### src/rtl/aes_trace_sequencer.sv
// Trace sequencer: launches one AES run per host command, arms capture,
// then streams a sync byte plus PT/key/CT/sample frame out over UART.
module aes_trace_sequencer #(
  parameter int NSAMP    = 512,
  parameter int TIMEOUT  = 1024,
  parameter int COOLDOWN = 4096
) (
  input  logic       clk,
  input  logic       rst,
  input  logic       cmd_vld,
  input  logic [7:0] cmd_byte,
  input  logic       aes_done,
  input  logic [7:0] mem_rdata,
  input  logic       tx_done,
  output logic       aes_start,
  output logic       cap_arm,
  output logic [9:0] mem_raddr,
  output logic       tx_start,
  output logic [7:0] tx_byte,
  output logic       busy,
  output logic [4:0] delay_cfg,
  output logic       timeout_err
);

  localparam logic [2:0] IDLE      = 3'd0;
  localparam logic [2:0] START     = 3'd1;
  localparam logic [2:0] WAIT_DONE = 3'd2;
  localparam logic [2:0] SYNC      = 3'd3;
  localparam logic [2:0] RD        = 3'd4;
  localparam logic [2:0] LOAD      = 3'd5;
  localparam logic [2:0] WAIT_TX   = 3'd6;
  localparam logic [2:0] COOL      = 3'd7;

  localparam int CMAX = (TIMEOUT > COOLDOWN) ? TIMEOUT : COOLDOWN;
  localparam int CW   = $clog2(CMAX + 1);

  localparam logic [CW-1:0] T_LAST = CW'(TIMEOUT - 1);
  localparam logic [CW-1:0] C_LAST = CW'(COOLDOWN - 1);
  localparam logic [9:0]    I_LAST = 10'(47 + NSAMP);

  logic [2:0]    state;
  logic [CW-1:0] cnt;
  logic [9:0]    idx;
  logic          hdr;
  logic          cmd_inc;
  logic          cmd_ld;

  assign cmd_inc = cmd_vld && (cmd_byte == 8'hFA);
  assign cmd_ld  = cmd_vld && (cmd_byte[7:5] == 3'b000);

  // cnt is zero during START, so WAIT_DONE sees cnt == cycles since aes_start
  always_ff @(posedge clk) begin
    if (rst) begin
      state       <= IDLE;
      cnt         <= '0;
      idx         <= '0;
      hdr         <= 1'b0;
      aes_start   <= 1'b0;
      cap_arm     <= 1'b0;
      mem_raddr   <= '0;
      tx_start    <= 1'b0;
      tx_byte     <= '0;
      busy        <= 1'b0;
      delay_cfg   <= '0;
      timeout_err <= 1'b0;
    end else begin
      aes_start <= 1'b0;
      tx_start  <= 1'b0;
      unique case (state)
        IDLE: begin
          if (cmd_inc || cmd_ld) begin
            delay_cfg   <= cmd_inc ? delay_cfg + 5'd1
                                   : cmd_byte[4:0];
            timeout_err <= 1'b0;
            aes_start   <= 1'b1;
            cap_arm     <= 1'b1;
            cnt         <= '0;
            busy        <= 1'b1;
            state       <= START;
          end
        end
        START: begin
          cnt   <= cnt + CW'(1);
          state <= WAIT_DONE;
        end
        WAIT_DONE: begin
          cnt <= cnt + CW'(1);
          if (aes_done) begin
            cap_arm  <= 1'b0;
            tx_byte  <= 8'hA5;
            tx_start <= 1'b1;
            state    <= SYNC;
          end else if (cnt == T_LAST) begin
            cap_arm     <= 1'b0;
            timeout_err <= 1'b1;
            cnt         <= '0;
            state       <= COOL;
          end
        end
        SYNC: begin
          idx       <= '0;
          mem_raddr <= '0;
          hdr       <= 1'b1;
          state     <= WAIT_TX;
        end
        RD: begin
          mem_raddr <= idx;
          state     <= LOAD;
        end
        LOAD: begin
          tx_byte  <= mem_rdata;
          tx_start <= 1'b1;
          state    <= WAIT_TX;
        end
        WAIT_TX: begin
          // address leads into RD so the synchronous read lands in LOAD
          if (tx_done) begin
            if (hdr) begin
              hdr   <= 1'b0;
              state <= RD;
            end else if (idx == I_LAST) begin
              cnt   <= '0;
              state <= COOL;
            end else begin
              idx       <= idx + 10'd1;
              mem_raddr <= idx + 10'd1;
              state     <= RD;
            end
          end
        end
        COOL: begin
          if (cnt == C_LAST) begin
            busy  <= 1'b0;
            state <= IDLE;
          end else begin
            cnt <= cnt + CW'(1);
          end
        end
      endcase
    end
  end

endmodule

### config.mk
export PLATFORM = sky130hd
export DESIGN_NAME = aes_trace_sequencer
export DESIGN_NICKNAME = d
export VERILOG_FILES = /design/src/rtl/aes_trace_sequencer.sv
export SDC_FILE = /design/constraint.sdc
export NUM_CORES = 1
export LEC_CHECK = 0
export CAP_MARGIN = 20
export CORE_MARGIN = 2
export CORE_UTILIZATION = 48
export DETAILED_ROUTE_END_ITERATION = 10
export PLACE_DENSITY = 0.81
export SLEW_MARGIN = 20
export SYNTH_ARGS = -nofsm -noshare
export SYNTH_HDL_FRONTEND = slang
export SYNTH_SLANG_ARGS = --single-unit
### constraint.sdc
create_clock -name clk -period 1.75 [get_ports clk]
set_input_delay 0.2625 -clock clk [delete_from_list [all_inputs] [get_ports clk]]
set_output_delay 0.2625 -clock clk [all_outputs]
set_load 0.1 [all_outputs]
Word level (Yosys, flattened, before mapping)
Cells that the tools add are included.
{ "word_totals": {"out_inout_bits": 28, "inputBits": 21, "word_cells": 100, "regBits": 55} }
{ "op_classes": {"muxes": 39, "bitwise": 1, "n_reduce_logical": 23, "n_addsub": 3, "n_eq_ne": 22} }
{ "op_table": {"columns": ["operator", "n"], "rows": [
  ["$mux 13", 7],
  ["$pmux 13 s5", 1],
  ["$mux 10", 3],
  ["$pmux 10 s3", 1],
  ["$pmux 3 s7", 1],
  ["$ne 2x2->1 const B", 10],
  ["$pmux 10 s2", 1],
  ["$pmux 8 s2", 1],
  ["$reduce_and 4->1", 4],
  ["$mux 3", 5],
  ["$add 13x1->13 const B", 1],
  ["$eq 13x10->1 const B", 1],
  ["$eq 13x12->1 const B", 1],
  ["$eq 3x3->1 const B", 4],
  ["$add 10x1->10 const B", 1],
  ["$eq 10x10->1 const B", 1],
  ["$mux 1", 10],
  ["$pmux 1 s2", 5],
  ["$eq 8x8->1 const B", 1],
  ["$mux 8", 1],
  ["$reduce_bool 2->1", 4],
  ["$eq 3x2->1 const B", 2],
  ["$logic_not 3->1", 2],
  ["$reduce_and 2->1", 3],
  ["13 further kinds", 17]
]} }

Depth between registers and ports, before layout
{ "logic_depth": {"ltp_word": 5, "mapped_depth": 7, "depth_no_buf": 6} }

Worst setup path after synthesis
Ideal clock, no wire load.
{ "synth_path": {"path_kind": "register -> register", "start": "reg idx[0]", "end": "reg idx[5]", "synth_period_minus_slack_ns": 1.879, "path_buffers": 1, "stages_incl_launch_ff": 8, "arrival_time_ns": 1.808, "setup_slack_ns": -0.129, "required_time_ns": 1.680, "setup_ns": 0.070, "path_cell_list": "dfxtp_1 -> ha_1 -> nand3_1 -> o31ai_2 -> or2_0 -> buf_2 -> or4_1 -> a21oi_1"} }
{ "synth_between": {"elab_chain_len": 5, "elab_cells_between_ends": 8, "cone_classes": "1 x add/sub; 2 x eq/ne; 4 x mux; 1 x reduce/logical"} }
{ "synth_lines": {"columns": ["item", "line_no", "text"], "rows": [
  ["start, declared", "43", "logic [9:0] idx;"],
  ["start signal, assigned", "125", "idx <= idx + 10'd1;"],
  ["$add 10x1->10", "125", null],
  ["$mux 10", "121", "end else if (idx == I_LAST) begin"],
  ["$mux 10", "118", "if (hdr) begin"],
  ["$mux 10", "117", "if (tx_done) begin"],
  ["$pmux 10 s2", "69", "unique case (state)"]
]} }
Several ways; a longest one is shown, not always the timed one. The select of a mux whose other input is x is not followed.
A chain may end at the register's enable or synchronous reset.

Worst setup path after layout
{ "layout_path": {"start": "reg idx[7]", "end": "reg mem_raddr[7]"} }
{ "layout_between": {"elab_chain_len": 5, "elab_cells_between_ends": 8, "cone_classes": "1 x add/sub; 2 x eq/ne; 4 x mux; 1 x reduce/logical"} }
{ "layout_lines": {"columns": ["item", "line_no", "text"], "rows": [
  ["$add 10x1->10", "126", "mem_raddr <= idx + 10'd1;"],
  ["$mux 10", "121", null],
  ["$mux 10", "118", null],
  ["$mux 10", "117", null],
  ["$pmux 10 s3", "69", null],
  ["end signal, assigned", "107", "mem_raddr <= idx;"],
  ["end signal, assigned", "126", null],
  ["end, declared", "17", "output logic [9:0] mem_raddr,"]
]} }
Several ways; a longest one is shown, not always the timed one. The select of a mux whose other input is x is not followed.

==> results.sh <==
export IMPL_routed_wl_met2_um=4900
export IMPL_die_y_um=83.0
export IMPL_grt_max_degree=39
export IMPL_yosys_warnings=0
export IMPL_async_reset_ff_share_pct=0
export IMPL_cts_tree="built"
export IMPL_yosys_area_top_type="dfxtp_1"
export IMPL_synth_compound_area_share_pct=22.4
export IMPL_antenna_found_initial=0
export IMPL_fin_cells=548
export IMPL_critPathMaxFanout=4
export IMPL_hold_class="input port to flip-flop"
export IMPL_ys_ff_latch=55
export IMPL_wl_met1_um=4050
export IMPL_wl_um=10300
export IMPL_cp_slowest_stage_delay_ns=0.60
export IMPL_tightest_slew_ns=0.475
export IMPL_maxSlewViolCount=0
export IMPL_synth_xor_area_share_pct=2.05
export IMPL_drc_errors=0
export IMPL_rows=28
export IMPL_synth_edff_count=0
export IMPL_routedWlPerCell_um=18.7
export IMPL_place_inst=533
export IMPL_antenna_cells=0
export IMPL_cp_cell_sequence="or4b_4 > buf_4 > nor3_4 > a211o_1 > nand3_1 > a21oi_1"
export IMPL_grt_pass1_vias=3094
export IMPL_core_um2=5990
export IMPL_dr_pass1_iters=6
export IMPL_violations="negative setup slack"
export IMPL_dr_first_iter_drc_count=374
export IMPL_highest_layer="met4"
export IMPL_relSlewSlack_pct=68.0
export IMPL_syn_to_final_growth_pct=53.7
export IMPL_synthSimpleGateAreaFrac_pct=31.6
export IMPL_grt_pass1_wl_um=14400
export IMPL_syn_area_um2=3000
export IMPL_clockBufferDepth=2
export IMPL_yosysUniqueCellTypes=71
export IMPL_clock_latency_ns=0.32
export IMPL_finalHoldViolations=0
export IMPL_overflow=0
export IMPL_io_pins=49
export IMPL_numCtsBuffers=5
export IMPL_muxShareOfSynthArea_pct=1.04
export IMPL_critPathKind="flip-flop to flip-flop"
export IMPL_cts_clk_slew_worst_paths_ns=0.10
export IMPL_worst_path_buf_inv=1
export IMPL_cp_start_kind="flip-flop"
export IMPL_die_area_um2=6890
export IMPL_root_buffer="clkbuf_8"
export IMPL_dp_hpwl_um=6310
export IMPL_port_buffers=48
export IMPL_synth_ff_type="dfxtp_1"
export IMPL_seq_area_frac_synth_pct=36.7
export IMPL_final_util_pct=76.9
export IMPL_cp_arrival_ns=2.26
export IMPL_p_per_area_nw_per_um2=510
export IMPL_hold_depth=4
export IMPL_ir_worst_vdd_mv=0.484
export IMPL_dr_total_vias=3538
export IMPL_max_freq_ghz=0.495
export IMPL_cp_end_kind="flip-flop"
export IMPL_timing_final_crit_period_ns=2.02
export IMPL_die_x_um=83.0
export IMPL_start_util_pct=50.0
export IMPL_cts_num_sinks=55
export IMPL_leakagePower_uw=0.00174
export IMPL_max_cap_violations=0
export IMPL_cp_depth=6
export IMPL_nNetsFinal=496
export IMPL_cp_required_ns=1.99
export IMPL_holdBufCountCts=0
export IMPL_fin_worst_skew_ns=0.00607
export IMPL_antenna_left=0
export IMPL_synthAdderAreaFrac_pct=1.25
export IMPL_grt_usage_pct=24.6
export IMPL_setup_ws_ns=-0.272
export IMPL_worst_r2r_cell_count=6
export IMPL_globalplace_congestion=0.927
export IMPL_drive_gt1_share_pct=36.8
export IMPL_netlist_top_cells_area="dfxtp_1, nand3_1, a21oi_1, nand2_1, nor2_1"
export IMPL_crit_family="simple AND/OR/NAND/NOR gates"
export IMPL_htreeDepth=2
export IMPL_synthesis_nets=382
export IMPL_wl_met3_um=885
export IMPL_avgSynthCellArea_um2=8.37
export IMPL_synth_top_family_by_area="simple AND/OR/NAND/NOR gates"
export IMPL_rsz0062_at_grt="true"
export IMPL_via_per_inst=6.46
export IMPL_synthCells=358
export IMPL_finalCritPeriodShare_pct=116
export IMPL_synth_top_area_share_pct=36.7
export IMPL_outcome="complete, but fails checks"
export IMPL_setup_viol=34
export IMPL_cp_slowest_cell="or4b_4"
-- synth_stat cells, drive strengths merged (5+ instances only) --
| library cell | count |
|---|---|
| clkbuf | 12 |
| nor3 | 11 |
| inv | 12 |
| nand2b | 5 |
| and3 | 5 |
| a31oi | 6 |
| nand2 | 30 |
| nor2 | 26 |
| or3 | 5 |
| buf | 6 |
| nor4 | 7 |
| o21ai | 19 |
| o211ai | 9 |
| nand4 | 15 |
| nand3 | 34 |
| dfxtp | 55 |
| a21oi | 24 |
-- tightest hold or removal path, delay by kind of cell --
kind	cells	cell delay, ns
buffers and inverters	2	0.22
AND/OR/NAND/NOR	2	0.18
-- report_power, final --
part           switching [uW]  internal [uW]
logic                     172            131
registers                15.8           1260
clock network             446            324
total                     634           1720
-- cells by family after synthesis --
| group | Yosys count |
|---|---|
| multiplexers | 3 |
| adder cells (fa/ha/maj) | 3 |
| flip-flops | 55 |
| AO/OA/AOI/OAI | 91 |
| AND/OR/NAND/NOR | 168 |
| buffers and inverters | 31 |
| XOR/XNOR | 7 |
-- registers in the layout, summed over array words and instances (netlist names) --
| name | flops |
|---|---|
| cnt | 13 |
| idx | 10 |
| mem_raddr | 10 |
| tx_byte | 8 |
| delay_cfg | 5 |
| state | 3 |
| aes_start | 1 |
| busy | 1 |
| cap_arm | 1 |
| hdr | 1 |
| timeout_err | 1 |
| tx_start | 1 |
-- metal layers --
metal  GRT usage (%)  vias to the layer above
li1                -                     1580
met1            31.9                     1692
met2            41.8                      217
met3            3.98                       49
met4            7.90                        0
met5               0                        -
-- final timing paths --
path	from	to	slack, ns
worst max-delay path	idx[7]	mem_raddr[7]	-0.27
worst min-delay path	cmd_byte[0]	delay_cfg[0]	0.39
worst max register to register	idx[7]	mem_raddr[7]	-0.27
worst min register to register	hdr	hdr	0.51
-- area by class of cell --
cell class | count | area (um2)
multi-input combinational | 275 | 1970
fill | 382 | 1380
timing repair buffer | 122 | 1290
sequential | 55 | 1110
tap | 75 | 93.8
clock buffer | 6 | 82.6
inverter | 13 | 48.8
clock inverter | 2 | 16.3
-- cells in the final DEF, fill, tap and decap left out, types with 14 or more instances in the layout --
master,Yosys,routed
buf_4,3,76
nand3_1,32,30
buf_12,0,25
dfxtp_1,55,47
nand4_1,15,15
nand2_1,30,29
clkdlybuf4s50_1,0,14
nor2_1,26,26
o21ai_0,18,14
a21oi_1,24,20
-- through the flow --
step / total power, uW / setup TNS [ns] / hold slack (ns) / setup slack, ns / cell area (um2)
final: 2350 / -4.05 / 0.387 / -0.272 / 4610
after detailed placement: 1600 / -12.10 / 0.475 / -0.473 / 4270
after global placement: 1590 / -10.70 / 0.458 / -0.394 / 4270
after floorplan: 1450 / -0.242 / 0.414 / -0.0262 / 3030
after CTS: 2340 / -1.20 / 0.491 / -0.114 / 4430
after global routing: 2400 / -5.57 / 0.444 / -0.306 / 4610
-- what timing repair did --
action | 4_1_cts | 5_1_grt
pin swaps | 6 | 16
endpoints found under the setup margin | 41 | 43
buffers inserted | 1 | 3
gates resized for setup | 15 | 34
endpoints found under the hold margin | 0 | 0
cloned | 0 | 3
(Power assumes the default switching activity.)
==> RTL edit: new RTL, same flow settings <==
Change the parameter `TIMEOUT` from 1024 to 2048.
--- a/src/rtl/aes_trace_sequencer.sv
+++ b/src/rtl/aes_trace_sequencer.sv
@@ -4,3 +4,3 @@
   parameter int NSAMP    = 512,
-  parameter int TIMEOUT  = 1024,
+  parameter int TIMEOUT  = 2048,
   parameter int COOLDOWN = 4096
Function: no difference found for any inputs over 10 cycles, from zero or initial values and one cycle with rst high; that may be too few to reach the edited logic, so the function may still have changed.
==> RTL edit against the unedited design <==
The flow still finishes with violations (negative setup slack). Worst setup slack got worse by 78 ps. Power increased by 7.1%. Area after synthesis decreased by 2.3%. Final area increased by 0.90%. First-iteration DRC count increased by 52%. Routed wire length decreased by 1.2%. Sequential cell count unchanged. Largest power group unchanged.
==> RTL edit: results <==
[outcome]
status = "complete, but fails checks"
violations = "negative setup slack"

[worst_setup_path]
critPathMaxStageDelay_ps = 490
rr_startpoint = "idx[1]"
cp.arrival_ps = 2350
r2r_end = "idx[3]"

[sta]
setup_viol = 33
tightestPinTransition_ps = 785.2
final.setup.worst_slack_ps = -350.3

[yosys]
synth_nets = 390
synth.distinct_cells = 61
syn_area_per_cell_um2 = 8.003
ys_top_cells_by_area = "dfxtp_1 (38%), a21oi_1 (4.8%), nand3_1 (4.8%)"
synth_common_cells = "dfxtp_1 (55), nor2_1 (31), nand2_1 (30), a21oi_1 (28), nand3_1 (28)"

[power_and_ir_drop]
pg_comb_w = 0.000334
p_per_area_nw_per_um2 = 541.4
power.leakage_nw = 1.786

[placed_design]
place.gp.congestion = 0.8722
place_inst = 544
place_hpwl_mm = 6.339

[layout]
buffers = 137
final_cells = 566
clock_cell_area_share_pct = 2.530
nets = 514
multi_input_area_share_pct = 40.00
sh_seq_area_pct = 23.96

[min_path]
min_path_cells = 2
worstHoldStart = "mem_raddr[4]"

[clock_network]
cts_setup_buffers = 5
postCtsResizedCells = 14

[routing]
drt-initial-drc-count = 569

[global_routing]
grt_pass1_vias = 3216
grt.total_usage_pct = 28.20
-- RTL edit: cell types whose count changed after synthesis, moves of 3 or more --
cell,before,now
nor2_1,26,31
nand4b_1,2,5
a21oi_1,24,28
buf_4,3,0
clkbuf_1,10,14
mux2i_1,2,6
nand3_1,32,28
inv_1,12,17
nor3_1,11,8
-- RTL edit: worst max path at each step --
stage	from	endpoint	slack (ps)	depth (start not counted)
floorplan	idx[1]	idx[3]	-260	7
global placement	tx_done	idx[3]	-410	6
detailed placement	tx_done	cnt[12]	-470	7
global route	idx[1]	idx[3]	-380	6
CTS	idx[1]	idx[3]	-220	6
finish	idx[1]	idx[3]	-350	6
-- RTL edit: cell families (layout without fill, tap and decap cells) --
logic type / count (synthesis) / in the layout / share of synthesized area (%)
mux: 6 / 6 / 2.050
fa+ha+maj: 3 / 3 / 1.282
buf+inv: 38 / 163 / 5.553
simple gates: 164 / 164 / 30.59
xor+xnor: 7 / 7 / 2.093
compound gates: 93 / 93 / 20.85
flops: 55 / 55 / 37.59
-- RTL edit: through the flow --
step                      instance area [um2]  setup TNS [ps]  hold slack [ps]  utilization [%]  worst slack (ps)
after global routing                     4648           -7042            517.2            78.51            -380.0
after floorplan                          3014           -1805            414.7                -            -256.1
after global placement                   4257           -8406            458.9            71.89            -407.7
after detailed placement                 4257          -11740            473.4            71.89            -469.3
after CTS                                4472           -2206            486.8            75.53            -224.9
final                                    4648           -5447            483.8            78.51            -350.3
-- RTL edit: layer usage --
| layer | wire length (um) | vias up | GRT usage [%] |
|---|---|---|---|
| met5 | 0 | - | 0 |
| met4 | 461 | 0 | 14.83 |
| met3 | 854 | 64 | 5.543 |
| met2 | 4919 | 241 | 47.07 |
| met1 | 3908 | 1636 | 34.33 |
| li1 | - | 1603 | - |
